### config.mk
export PLATFORM = sky130hd
export DESIGN_NAME = msx_debug_cmd_rx
export DESIGN_NICKNAME = d
export VERILOG_FILES = /design/src/rtl/msx_debug_pkg.sv /design/src/rtl/uart_rx_8n1.sv /design/src/rtl/msx_debug_cmd_rx.sv
export SDC_FILE = /design/constraint.sdc
export NUM_CORES = 1
export LEC_CHECK = 0
export ABC_AREA = 1
export BUFFER_PORTS_ARGS = -buffer_cell sky130_fd_sc_hd__buf_2
export CORE_MARGIN = 2
export CORE_UTILIZATION = 40
export CTS_CLUSTER_DIAMETER = 30
export CTS_CLUSTER_SIZE = 25
export DETAILED_ROUTE_END_ITERATION = 8
export HOLD_SLACK_MARGIN = 0.15
export PLACE_DENSITY = 0.56
export SLEW_MARGIN = 20
export SYNTH_ARGS = -nofsm -noshare
export SYNTH_HDL_FRONTEND = slang
export SYNTH_HIERARCHICAL = 1
export SYNTH_SLANG_ARGS = --single-unit
### constraint.sdc
create_clock -name clk_27m -period 1.94 [get_ports clk_27m]
set_input_delay 0.388 -clock clk_27m [delete_from_list [all_inputs] [get_ports clk_27m]]
set_output_delay 0.388 -clock clk_27m [all_outputs]
set_load 0.05 [all_outputs]
### src/rtl/msx_debug_pkg.sv
`default_nettype none
// +----------------------------------------------------------------------+
// | msx_debug_pkg                                                        |
// | ASCII codes, FSM encodings and hex decoding for the debug cmd RX.    |
// | Rev 1.0                                                              |
// +----------------------------------------------------------------------+
package msx_debug_pkg;

  localparam logic [7:0] C_ASCII_CR   = 8'h0D;
  localparam logic [7:0] C_ASCII_LF   = 8'h0A;
  localparam logic [7:0] C_ASCII_B    = 8'h42;
  localparam logic [7:0] C_ASCII_B_LC = 8'h62;
  localparam logic [7:0] C_ASCII_S    = 8'h53;
  localparam logic [7:0] C_ASCII_S_LC = 8'h73;
  localparam logic [7:0] C_ASCII_X    = 8'h58;
  localparam logic [7:0] C_ASCII_X_LC = 8'h78;

  localparam logic [2:0] R_WAITIDLE = 3'd0;
  localparam logic [2:0] R_IDLE     = 3'd1;
  localparam logic [2:0] R_START    = 3'd2;
  localparam logic [2:0] R_DATA     = 3'd3;
  localparam logic [2:0] R_STOP     = 3'd4;

  localparam logic [2:0] P_IDLE  = 3'd0;
  localparam logic [2:0] P_ADDR  = 3'd1;
  localparam logic [2:0] P_EOL_S = 3'd2;
  localparam logic [2:0] P_EOL_X = 3'd3;
  localparam logic [2:0] P_ERR   = 3'd4;

  // Returns {valid, nibble}; nibble is zero when the byte is not a hex digit.
  function automatic logic [4:0] hex_to_nibble(input logic [7:0] c);
    logic [4:0] r;
    r = 5'd0;
    if (c >= 8'h30 && c <= 8'h39) begin
      r = {1'b1, c[3:0]};
    end else if ((c >= 8'h41 && c <= 8'h46) || (c >= 8'h61 && c <= 8'h66)) begin
      r = {1'b1, c[3:0] + 4'd9};
    end
    return r;
  endfunction

endpackage
`default_nettype wire

### src/rtl/uart_rx_8n1.sv
`default_nettype none
// +----------------------------------------------------------------------+
// | uart_rx_8n1                                                          |
// | 8N1 deserialiser with input synchroniser and stop-bit checking.      |
// | Rev 1.0                                                              |
// +----------------------------------------------------------------------+
module uart_rx_8n1
  import msx_debug_pkg::*;
#(
  parameter int CLK_FREQ = 27000000,
  parameter int BAUD     = 115200
) (
  input  logic       clk_i,
  input  logic       rst_i,
  input  logic       rx_i,
  output logic [7:0] data_o,
  output logic       valid_o,
  output logic       frame_err_o
);

  localparam int         C_DIV       = CLK_FREQ / BAUD;
  localparam int         C_CW        = $clog2(C_DIV + 1);
  localparam logic [C_CW-1:0] C_DIV_LAST  = C_CW'(C_DIV - 1);
  localparam logic [C_CW-1:0] C_HALF_LAST = C_CW'(C_DIV / 2 - 1);

  logic            sync1_q, sync2_q;
  logic [2:0]      state_q, state_d;
  logic [C_CW-1:0] cnt_q, cnt_d;
  logic [2:0]      bit_q, bit_d;
  logic [7:0]      sh_q, sh_d;
  logic [7:0]      data_q, data_d;
  logic            valid_q, valid_d;
  logic            ferr_q, ferr_d;

  always_comb begin
    state_d = state_q;
    cnt_d   = cnt_q;
    bit_d   = bit_q;
    sh_d    = sh_q;
    data_d  = data_q;
    valid_d = 1'b0;
    ferr_d  = 1'b0;
    case (state_q)
      R_WAITIDLE: if (sync2_q) state_d = R_IDLE;
      R_IDLE: begin
        if (!sync2_q) begin
          cnt_d   = '0;
          state_d = R_START;
        end
      end
      R_START: begin
        if (cnt_q == C_HALF_LAST) begin
          cnt_d   = '0;
          bit_d   = 3'd0;
          state_d = sync2_q ? R_IDLE : R_DATA;
        end else begin
          cnt_d = cnt_q + 1'b1;
        end
      end
      R_DATA: begin
        if (cnt_q == C_DIV_LAST) begin
          cnt_d = '0;
          sh_d  = {sync2_q, sh_q[7:1]};
          if (bit_q == 3'd7) state_d = R_STOP;
          else bit_d = bit_q + 3'd1;
        end else begin
          cnt_d = cnt_q + 1'b1;
        end
      end
      R_STOP: begin
        if (cnt_q == C_DIV_LAST) begin
          cnt_d = '0;
          if (sync2_q) begin
            data_d  = sh_q;
            valid_d = 1'b1;
            state_d = R_IDLE;
          end else begin
            ferr_d  = 1'b1;
            state_d = R_WAITIDLE;
          end
        end else begin
          cnt_d = cnt_q + 1'b1;
        end
      end
      default: state_d = R_WAITIDLE;
    endcase
  end

  // Synchroniser resets low so a line held low through reset is not mistaken for idle.
  always_ff @(posedge clk_i) begin
    if (rst_i) begin
      sync1_q <= 1'b0;
      sync2_q <= 1'b0;
      state_q <= R_WAITIDLE;
      cnt_q   <= '0;
      bit_q   <= 3'd0;
      sh_q    <= 8'h00;
      data_q  <= 8'h00;
      valid_q <= 1'b0;
      ferr_q  <= 1'b0;
    end else begin
      sync1_q <= rx_i;
      sync2_q <= sync1_q;
      state_q <= state_d;
      cnt_q   <= cnt_d;
      bit_q   <= bit_d;
      sh_q    <= sh_d;
      data_q  <= data_d;
      valid_q <= valid_d;
      ferr_q  <= ferr_d;
    end
  end

  assign data_o      = data_q;
  assign valid_o     = valid_q;
  assign frame_err_o = ferr_q;

endmodule
`default_nettype wire

### src/rtl/msx_debug_cmd_rx.sv
`default_nettype none
// +----------------------------------------------------------------------+
// | msx_debug_cmd_rx                                                     |
// | Host UART command receiver: watch address set/clear and dump request.|
// | Rev 1.0                                                              |
// +----------------------------------------------------------------------+
module msx_debug_cmd_rx
  import msx_debug_pkg::*;
#(
  parameter int CLK_FREQ = 27000000,
  parameter int BAUD     = 115200
) (
  input  logic        clk_27m,
  input  logic        reset,
  input  logic        uart_rx,
  output logic [7:0]  rx_data,
  output logic        rx_valid,
  output logic        frame_err,
  output logic [15:0] watch_addr,
  output logic        watch_en,
  output logic        send_req,
  output logic        cmd_err
);

  logic [7:0]  w_byte;
  logic        w_valid, w_ferr, w_eol, w_abort;
  logic [4:0]  w_hex;

  logic [2:0]  pstate_q, pstate_d;
  logic [2:0]  dcnt_q, dcnt_d;
  logic [15:0] shreg_q, shreg_d;
  logic [15:0] addr_q, addr_d;
  logic        en_q, en_d;
  logic        send_q, send_d;
  logic        cerr_q, cerr_d;

  uart_rx_8n1 #(
    .CLK_FREQ (CLK_FREQ),
    .BAUD     (BAUD)
  ) u_rx (
    .clk_i       (clk_27m),
    .rst_i       (reset),
    .rx_i        (uart_rx),
    .data_o      (w_byte),
    .valid_o     (w_valid),
    .frame_err_o (w_ferr)
  );

  assign w_hex   = hex_to_nibble(w_byte);
  assign w_eol   = (w_byte == C_ASCII_CR) || (w_byte == C_ASCII_LF);
  // A broken frame mid-command reports cmd_err alongside frame_err, not a cycle later.
  assign w_abort = w_ferr && (pstate_q != P_IDLE);

  always_comb begin
    pstate_d = pstate_q;
    dcnt_d   = dcnt_q;
    shreg_d  = shreg_q;
    addr_d   = addr_q;
    en_d     = en_q;
    send_d   = 1'b0;
    cerr_d   = 1'b0;
    if (w_abort) begin
      pstate_d = P_IDLE;
    end else if (w_valid) begin
      case (pstate_q)
        P_IDLE: begin
          if (w_byte == C_ASCII_B || w_byte == C_ASCII_B_LC) begin
            dcnt_d   = 3'd0;
            shreg_d  = 16'h0000;
            pstate_d = P_ADDR;
          end else if (w_byte == C_ASCII_S || w_byte == C_ASCII_S_LC) begin
            pstate_d = P_EOL_S;
          end else if (w_byte == C_ASCII_X || w_byte == C_ASCII_X_LC) begin
            pstate_d = P_EOL_X;
          end else if (!w_eol) begin
            pstate_d = P_ERR;
          end
        end
        P_ADDR: begin
          if (w_hex[4] && dcnt_q < 3'd4) begin
            shreg_d = {shreg_q[11:0], w_hex[3:0]};
            dcnt_d  = dcnt_q + 3'd1;
          end else if (w_eol) begin
            if (dcnt_q == 3'd4) begin
              addr_d = shreg_q;
              en_d   = 1'b1;
            end else begin
              cerr_d = 1'b1;
            end
            pstate_d = P_IDLE;
          end else begin
            pstate_d = P_ERR;
          end
        end
        P_EOL_S: begin
          send_d   = w_eol;
          pstate_d = w_eol ? P_IDLE : P_ERR;
        end
        P_EOL_X: begin
          if (w_eol) en_d = 1'b0;
          pstate_d = w_eol ? P_IDLE : P_ERR;
        end
        P_ERR: begin
          if (w_eol) begin
            cerr_d   = 1'b1;
            pstate_d = P_IDLE;
          end
        end
        default: pstate_d = P_IDLE;
      endcase
    end
  end

  always_ff @(posedge clk_27m) begin
    if (reset) begin
      pstate_q <= P_IDLE;
      dcnt_q   <= 3'd0;
      shreg_q  <= 16'h0000;
      addr_q   <= 16'h0000;
      en_q     <= 1'b0;
      send_q   <= 1'b0;
      cerr_q   <= 1'b0;
    end else begin
      pstate_q <= pstate_d;
      dcnt_q   <= dcnt_d;
      shreg_q  <= shreg_d;
      addr_q   <= addr_d;
      en_q     <= en_d;
      send_q   <= send_d;
      cerr_q   <= cerr_d;
    end
  end

  assign rx_data    = w_byte;
  assign rx_valid   = w_valid;
  assign frame_err  = w_ferr;
  assign watch_addr = addr_q;
  assign watch_en   = en_q;
  assign send_req   = send_q;
  assign cmd_err    = cerr_q | w_abort;

endmodule
`default_nettype wire

==> run_results.csv, run 1 <==
group,metric,value,unit
clocking,htreeDepth,3,
critical_path,critPathCaptureType,"output port",
yosys,synthXorXnorAreaFrac,0.911,%
timing,setup_viol,0,
cells_and_area,diodes,0,
cells_and_area,nets,570,
yosys,synth_fa_ha_area_share,3.90,%
global_routing,grt_pass1_wl,14200,µm
critical_path,path_cells,"nor2_4 > nand2_4 > nand2_4 > inv_1 > or2_2 > buf_6",
placed_design,finalWeightedCongestion,0.880,
placed_design,port_buffers,31,
pwr,switching_share,30.5,%
clocking,clk_pin_slew,0.08,ns
global_routing,track_usage,17.0,%
hold_path,hold_path.class,"primary input to flip-flop",
die,die_h,102,µm
yosys,ys_ff_latch,75,
routing,routed_wl,8020,µm
routing,viasPerCell,4.72,
pwr,ir_drop,0.000432,V
critical_path,crit_path_start_kind,"flip-flop",
pwr,leakage,1.80,nW
critical_path,cp_slowest_cell,"dfxtp_4",
cells_and_area,drive_gt1_share,23.9,%
timing,setup_tns,0,ns
cells_and_area,multi_input_area,0.00201,mm²
yosys,synth.top_cells.by_count,"nand2_1 (87), nor2_1 (87), dfxtp_1 (75), inv_1 (53), nand3_1 (28)",
die,core,0.00928,mm²
yosys,yosys.area_share.simple,32.7,%
routing,antenna_left,0,
die,row_count,35,
critical_path,ff2ff_path_depth,10,
placed_design,placed_area,0.00411,mm²
routing,wl_per_cell,11.6,µm
yosys,synth_area_leader_cell,"dfxtp_1",
routing,first_pass_iters,5,
cells_and_area,fill_cells,965,
pwr,p_per_area,777,mW/mm²
yosys,yosysTopAreaCellShare,39.0,%
clocking,cts_hold_buf,0,
yosys,async_reset_ff_share,0,%
critical_path,worstPathMaxFanout,5,
die,initial_utilization,41.4,%
critical_path,reg2reg_to,"watch_en",
yosys,ys.flop_type,"dfxtp_1",
outcome,run_status,"finished, final reports clean",
yosys,syn_nets,533,
cells_and_area,area_growth,13.9,%
critical_path,worstSetupPathType,"flip-flop to output port",
yosys,synth_top_family_by_area,"simple AND/OR/NAND/NOR gates",
hold_path,hp-start,"uart_rx",
yosys,synth_edf_count,0,
routing,route.detailed.drc,0,
die,pin_count,32,
pwr,p_switching,1.04,mW
clocking,clockBufferDepth,2,
yosys,synth.area.mux_share,0,%
yosys,netlist_instances,518,
routing,via_count,3255,
yosys,synth_compound_area_share,14.1,%
yosys,synth_warnings,6,
hold_path,whs_endpoint,"u_rx/sync1_q",
hold_path,whs_path_depth,3,
run,cap_violations,0,
critical_path,cpPeakStageDelay,0.37,ns
pwr,pwr-share-seq,48.1,%
timing,min_period_over_period,96.6,%
global_routing,grt_pass1_vias,3104,
cells_and_area,final_area,0.00438,mm²
pwr,p_int,2.37,mW
global_routing,gr-total-overflow,0,
timing,finalClockSkew,0.00813,ns
critical_path,critPathArrivalTime,1.49,ns
critical_path,cp_num_buf_inv,2,
clocking,root_buffer,"clkbuf_8",
yosys,netlist_area,0.00385,mm²
clocking,numCtsBuffers,9,
yosys,synth_cell_types,44,
placed_design,post-place-ws,0.136,ns
timing,slew_violations,0,
timing,slew_headroom,69.3,%
global_routing,antenna_found_initial,0,
pwr,p_clk_share,37.0,%
routing,drtIter0Drc,65,
timing,whs,0.237,ns
timing,worst_slew_pin_slew,0.460,ns
critical_path,worstPathRequired,1.55,ns
clocking,clk_latency,0.35,ns
clocking,cts_tree,"built",
critical_path,path_delay_family,"simple AND/OR/NAND/NOR gates",
timing,rsz0062_at_grt,"false",
critical_path,rrSetupSlack,0.20,ns
die,die_area,0.0104,mm²
timing,hold_violations,0,
timing,fmax,0.534,GHz
pwr,pwr-share-comb,14.9,%
clocking,clock_sinks,75,
yosys,avgSynthCellArea,7.43,µm²
cells_and_area,seqCellArea,0.00151,mm²
yosys,ys_top_cells_by_area,"dfxtp_1 (39%), nand2_1 (8.5%), nor2_1 (8.5%)",
global_routing,grt_max_degree,27,
yosys,ys_seq_area_share,39.0,%
timing,post-route-min-period,1.87,ns
timing,setup_ws,0.0664,ns
critical_path,cp_common_cell,"nand2_4",
die,die_w,102,µm
placed_design,dpl.hpwl,5860,µm
critical_path,r2r_start,"u_rx/data_o[1]",
==> worst max-delay path by stage <==
stage                         startpoint             to  slack, ns  depth (start not counted)
after CTS                    pstate_q[0]        cmd_err      0.001                          6
final                        pstate_q[1]        cmd_err       0.07                          6
after global placement    u_rx/data_o[1]  watch_addr[0]       0.18                          9
after floorplan           u_rx/data_o[1]     shreg_q[9]       0.05                         12
after global routing         pstate_q[1]        cmd_err      0.003                          6
after detailed placement  u_rx/data_o[1]       watch_en       0.14                         10
==> metal layers <==
layer | wire length (µm) | GRT usage (%) | part of all wire [%] | vias to the layer above
met3 | 220 | 3.63 | 2.7 | 11
met4 | 129 | 5.85 | 1.6 | 0
li1 | - | - | - | 1736
met5 | 0 | 0 | 0 | -
met2 | 3850 | 29.6 | 48 | 43
met1 | 3820 | 20.7 | 48 | 1465
==> what timing repair did <==
action,4_1_cts,5_1_grt
cloned,0,0
resized for setup,3,11
hold endpoints to repair,0,0
setup buffers,1,1
pin swaps,1,2
endpoints found under the setup margin,1,17
==> metrics by stage <==
stage | total power [mW] | instances | utilization, %
final | 3.41 | 689 | 47.2
after global routing | 3.60 | 689 | 47.2
after CTS | 3.45 | 688 | 46.7
after detailed placement | 2.18 | 671 | 44.3
after global placement | 2.17 | 671 | 44.3
after floorplan | 2.07 | 518 | -
==> state kept, by name, summed over array words and instances, names as in the netlist, 8 cells and up <==
signal / flops
u_rx/sh_q: 8
watch_addr: 16
u_rx/data_o: 8
u_rx/cnt_q: 8
shreg_q: 16
==> area by class of cell <==
class,count,share of cell area [%]
Timing Repair Buffer,38,4.88
Clock inverter,7,1.94
Multi-Input combinational cell,362,45.9
Clock buffer,9,2.83
Tap cell,129,3.68
Sequential cell,75,34.5
Inverter,69,6.25
==> placed cells by master (no fill, tap or decap), types with 4 or more instances in the layout <==
cell type / n
xor2_1: 4
clkbuf_8: 9
dfxtp_1: 70
buf_2: 30
a211oi_1: 6
nand2_1: 87
a21oi_2: 11
buf_4: 7
o21ai_0: 27
nand2_2: 18
inv_2: 12
nand3_2: 4
nand4_1: 5
nand3_1: 27
nor3_1: 5
ha_1: 11
a21oi_1: 23
nand2_4: 5
inv_1: 53
o21ai_1: 9
nor2_4: 6
nor2_1: 87
==> cell families after synthesis <==
family	after synthesis
XOR/XNOR	4
adder cells (fa/ha/maj)	12
flip-flops	75
buffers and inverters	81
AND/OR/NAND/NOR	258
AO/OA/AOI/OAI	88
==> worst min-delay path, stage by stage <==
cell	delay (ns)
buf_2	0.09
inv_1	0.04
nor2_1	0.03
==> power groups by stage <==
stage               clock, mW  combinational, mW  sequential, mW
finish                   1.26              0.508            1.64
global route             1.37              0.580            1.64
CTS                      1.31              0.508            1.64
detailed placement          0              0.507            1.68
global placement            0              0.498            1.67
floorplan                   0              0.406            1.67
Power figures use the tool's default switching activity.
==> run 2: changes to the inputs <==
CELL_PAD_IN_SITES_DETAIL_PLACEMENT = 0   (was unset)
CELL_PAD_IN_SITES_GLOBAL_PLACEMENT = 1   (was unset)
PLACE_DENSITY = 0.72   (was 0.56)
RECOVER_POWER = 100   (was unset)
==> run 2 against run 1 <==
Design area shrank 1.4%; register-to-register slack got worse by 0.03 ns; clock power is 11% lower; fmax increased by 0.44%; die area stayed put; highest routed layer unchanged.
==> run_results.csv, run 2 (synthesized netlist as in run 1, its figures left out) <==
group,metric,value,unit
critical_path,critPathCaptureType,"output port",
critical_path,worstPathMaxFanout,3,
outcome,run_status,"finished, final reports clean",
routing,viasPerCell,4.68,
routing,antenna_left,0,
pwr,p_per_area,755,mW/mm²
global_routing,grt_pass1_wl,14200,µm
timing,finalClockSkew,0.0152,ns
critical_path,cp_slowest_cell,"dfxtp_4",
placed_design,port_buffers,31,
die,die_w,102,µm
die,pin_count,32,
clocking,htreeDepth,3,
die,die_area,0.0104,mm²
routing,drtIter0Drc,88,
clocking,clockBufferDepth,2,
critical_path,worstSetupPathType,"flip-flop to output port",
clocking,clk_pin_slew,0.09,ns
cells_and_area,seqCellArea,0.00151,mm²
run,cap_violations,0,
placed_design,dpl.hpwl,5960,µm
critical_path,critPathArrivalTime,1.48,ns
critical_path,path_cells,"nor2_4 > nand2_4 > nand2_4 > inv_1 > or2_2 > buf_8",
critical_path,cp_common_cell,"nand2_4",
routing,route.detailed.drc,0,
timing,fmax,0.536,GHz
global_routing,grt_pass1_vias,3015,
critical_path,cp_num_buf_inv,2,
cells_and_area,diodes,0,
cells_and_area,multi_input_area,0.00199,mm²
critical_path,path_delay_family,"simple AND/OR/NAND/NOR gates",
timing,min_period_over_period,96.2,%
die,die_h,102,µm
pwr,leakage,1.70,nW
cells_and_area,final_common_cell,"nand2_1",
timing,slew_headroom,52.4,%
timing,setup_tns,0,ns
die,initial_utilization,41.4,%
hold_path,hold_path.class,"primary input to flip-flop",
timing,post-route-min-period,1.87,ns
routing,routed_wl,8270,µm
global_routing,antenna_found_initial,0,
global_routing,track_usage,17.1,%
clocking,clk_latency,0.35,ns
clocking,cts_tree,"built",
routing,via_count,3242,
cells_and_area,fill_cells,999,
placed_design,placed_area,0.00411,mm²
clocking,numCtsBuffers,9,
global_routing,grt_max_degree,21,
timing,hold_violations,0,
die,core,0.00928,mm²
cells_and_area,area_growth,12.3,%
cells_and_area,drive_gt1_share,19.0,%
timing,setup_viol,0,
routing,first_pass_iters,5,
timing,worst_slew_pin_slew,0.715,ns
routing,wl_per_cell,12.0,µm
die,row_count,35,
cells_and_area,fin_util,46.5,%
placed_design,finalWeightedCongestion,0.819,
cells_and_area,layout_common_cells,"nand2_1 (88), nor2_1 (87), dfxtp_1 (71), inv_1 (53), nand3_1 (28)",
pwr,ir_drop,0.000498,V
clocking,root_buffer,"clkbuf_8",
pwr,finalPower,3.26,mW
critical_path,crit_path_start_kind,"flip-flop",
timing,rsz0062_at_grt,"true",
cells_and_area,nets,573,
critical_path,worstPathRequired,1.55,ns
global_routing,gr-total-overflow,0,
clocking,clock_sinks,75,
cells_and_area,final_area,0.00432,mm²
critical_path,cpPeakStageDelay,0.37,ns
timing,slew_violations,0,
run 2: power by group:
part | switching, mW | internal [mW]
sequential | 0.0559 | 1.58
clock | 0.639 | 0.484
combinational | 0.338 | 0.159
run 2: final cells by class:
| type | count | share of cell area [%] |
|---|---|---|
| flip-flops and latches | 75 | 34.9 |
| repair buffers | 41 | 4.72 |
| inverters | 69 | 6.40 |
| clock buffers | 9 | 2.87 |
| multi-input cells | 362 | 46.0 |
| clock inverters | 7 | 1.33 |
| well taps | 129 | 3.74 |
run 2: through the flow:
| stage | cells | hold WS [ns] | setup WS, ns |
|---|---|---|---|
| after global placement | 671 | 0.401 | 0.194 |
| after global routing | 692 | 0.245 | -0.00743 |
| after detailed placement | 671 | 0.397 | 0.138 |
| after floorplan | 518 | 0.388 | 0.0515 |
| final | 692 | 0.248 | 0.0746 |
| after CTS | 689 | 0.227 | 0.0310 |
run 2: worst reg2reg max path, stage by stage (launching register included):
cell and delay [ns]:
dfxtp_2 0.35, inv_1 0.12, ha_2 0.22, nand3_1 0.08, nand2_1 0.08, nand3_1 0.15, nor2_4 0.18, nand2_4 0.16
o21ai_0 0.25, nor2_1 0.07
run 2: layer usage:
metal	global-route usage, %	up-vias	share of wire (%)
met5	0	-	0
met4	5.64	0	1.2
met3	4.24	8	2.8
met2	27.8	34	47
met1	22.3	1460	49
li1	-	1740	-
run 2: repair_timing:
item / in CTS / in global routing
endpoints found under the setup margin: 1 / 11
buffers inserted: 2 / 3
hold buffers: 0 / 0
pin swaps: 1 / 2
gates cloned: 0 / 0
hold endpoints to repair: 0 / 0
resized for setup: 4 / 9
run 2: path summary, 6_finish.rpt:
| path | from | end | slack [ns] | depth (start not counted) |
|---|---|---|---|---|
| max | pstate_q[1] | cmd_err | 0.07 | 6 |
| min | uart_rx | u_rx/sync1_q | 0.25 | 3 |
| max reg2reg | u_rx/data_o[1] | watch_addr[1] | 0.17 | 9 |
| min reg2reg | u_rx/sync1_q | u_rx/sync2_q | 0.42 | 2 |
==> run 3: changes to the inputs <==
BUFFER_PORTS_ARGS = unset   (was -buffer_cell sky130_fd_sc_hd__buf_2)
DONT_BUFFER_PORTS = 1   (was unset)
PLACE_DENSITY = 0.69   (was 0.72)
==> run 3 against run 2 <==
Register-to-register slack improved by 0.03 ns; design area fell by 2.7%; clock power barely moved; critical path type unchanged.
==> run_results.csv, run 3 (synthesized netlist as in run 1, its figures left out) <==
group,metric,value,unit
outcome,run_status,"finished, final reports clean",
timing,setup_tns,0,ns
timing,setup_viol,0,
hold_path,hold_path.class,"primary input to flip-flop",
critical_path,path_cells,"nor2_4 > nand2_2 > nand2_4 > inv_1 > or2_4",
timing,slew_violations,0,
cells_and_area,final_common_cell,"nor2_1",
timing,whs,0.212,ns
timing,rsz0062_at_grt,"false",
global_routing,grt_max_degree,31,
timing,finalClockSkew,0.0144,ns
die,die_area,0.0104,mm²
critical_path,worstSetupPathType,"flip-flop to output port",
cells_and_area,layout_common_cells,"nor2_1 (89), nand2_1 (88), dfxtp_1 (73), inv_1 (55), o21ai_0 (29)",
routing,wl_per_cell,12.3,µm
cells_and_area,final_area,0.00420,mm²
critical_path,critPathArrivalTime,1.46,ns
timing,fmax,0.541,GHz
global_routing,track_usage,17.3,%
die,initial_utilization,41.4,%
timing,worst_slew_pin_slew,0.653,ns
routing,viasPerCell,4.74,
timing,slew_headroom,56.4,%
run,cap_violations,0,
critical_path,endpoint,"cmd_err",
critical_path,crit_path_start_kind,"flip-flop",
cells_and_area,diodes,0,
critical_path,rrSetupSlack,0.20,ns
critical_path,cp.depth,5,
critical_path,cp_num_buf_inv,1,
clocking,clk_pin_slew,0.09,ns
die,core,0.00928,mm²
routing,drtIter0Drc,67,
global_routing,gr-total-overflow,0,
critical_path,worstPathMaxFanout,5,
pwr,p_int,2.23,mW
timing,min_period_over_period,95.3,%
pwr,p_per_area,776,mW/mm²
clocking,htreeDepth,3,
clocking,numCtsBuffers,9,
clocking,clockBufferDepth,2,
critical_path,cpPeakStageDelay,0.38,ns
timing,post-route-min-period,1.85,ns
clocking,clock_sinks,75,
pwr,pwr-share-seq,50.4,%
routing,first_pass_iters,4,
cells_and_area,fin_util,45.3,%
die,die_h,102,µm
placed_design,finalWeightedCongestion,0.843,
die,pin_count,32,
placed_design,post-place-ws,0.114,ns
global_routing,grt_pass1_wl,14300,µm
critical_path,r2r_start,"u_rx/data_o[1]",
critical_path,critPathCaptureType,"output port",
routing,routed_wl,8180,µm
critical_path,worstPathRequired,1.55,ns
die,die_w,102,µm
cells_and_area,drive_gt1_share,16.5,%
pwr,ir_drop,0.000486,V
placed_design,placed_area,0.00402,mm²
cells_and_area,area_growth,9.20,%
routing,wl_met2,3770,µm
critical_path,ff2ff_path_depth,9,
critical_path,cp-startpoint,"pstate_q[1]",
timing,hold_violations,0,
routing,top_layer,"met4",
pwr,pwr-share-comb,15.4,%
critical_path,reg2reg_to,"pstate_q[2]",
pwr,switching_share,31.5,%
placed_design,port_buffers,0,
cells_and_area,nets,548,
pwr,leakage,1.63,nW
routing,dr_wl_met3,270,µm
pwr,p_switching,1.03,mW
routing,met1Wirelength,4040,µm
timing,setup_ws,0.0921,ns
global_routing,grt_pass1_vias,3056,
die,row_count,35,
clocking,root_buffer,"clkbuf_8",
routing,antenna_left,0,
critical_path,path_delay_family,"simple AND/OR/NAND/NOR gates",
pwr,p_clk_share,34.3,%
placed_design,dpl.hpwl,5880,µm
global_routing,antenna_found_initial,0,
critical_path,cp_slowest_cell,"dfxtp_1",
clocking,clk_latency,0.35,ns
routing,route.detailed.drc,0,
clocking,cts_tree,"built",
routing,via_count,3159,
-- run 3: repair_timing --
action | CTS | global route
hold buffers | 2 | 0
pin swaps | 0 | 1
resized for setup | 1 | 6
endpoints found under the hold margin | 30 | 0
setup endpoints to repair | 1 | 5
buffers inserted | 0 | 1
-- run 3: final cells by class --
cell class,instances,area [µm²]
well taps,129,161
inverters,69,277
multi-input cells,362,1970
clock buffers,9,124
clock inverters,7,58.8
flip-flops and latches,75,1500
fillers,1015,5080
repair buffers,16,104
-- run 3: worst min-delay path by stage --
| stage | startpoint | end | slack, ns | cells past startpoint |
|---|---|---|---|---|
| after CTS | reset | pstate_q[1] | 0.19 | 3 |
| final | reset | pstate_q[1] | 0.21 | 3 |
| after global placement | u_rx/sync1_q | u_rx/sync2_q | 0.40 | 2 |
| after detailed placement | u_rx/sync1_q | u_rx/sync2_q | 0.40 | 2 |
| after floorplan | u_rx/sync1_q | u_rx/sync2_q | 0.39 | 2 |
| after global routing | reset | pstate_q[1] | 0.22 | 3 |
-- run 3: worst register-to-register path, cell delays in order (launching register included) --
cell,delay (ns)
dfxtp_2,0.35
inv_1,0.11
ha_1,0.20
nand3_1,0.09
nand2_1,0.10
nand3_2,0.11
a21boi_0,0.28
nand3_1,0.22
nor2_1,0.15
nor2_1,0.06
-- run 3: metal layers --
| layer | GRT usage [%] | vias to the layer above |
|---|---|---|
| met5 | 0 | - |
| met3 | 3.35 | 8 |
| met4 | 5.85 | 0 |
| met1 | 23.0 | 1422 |
| li1 | - | 1690 |
| met2 | 28.4 | 39 |
-- run 3: per-stage QoR --
| stage | power [mW] | std cells |
|---|---|---|
| after global routing | 3.47 | 667 |
| after detailed placement | 2.17 | 648 |
| after floorplan | 2.07 | 518 |
| after CTS | 3.32 | 666 |
| final | 3.26 | 667 |
| after global placement | 2.16 | 648 |
-- run 3: power by group through the flow --
stage          combinational [mW]  sequential [mW]  clock [mW]
6_report                    0.501             1.64        1.12
5_1_grt                     0.586             1.65        1.24
4_1_cts                     0.514             1.64        1.16
3_5_place_dp                0.491             1.68           0
3_3_place_gp                0.487             1.68           0
2_1_floorplan               0.406             1.67           0
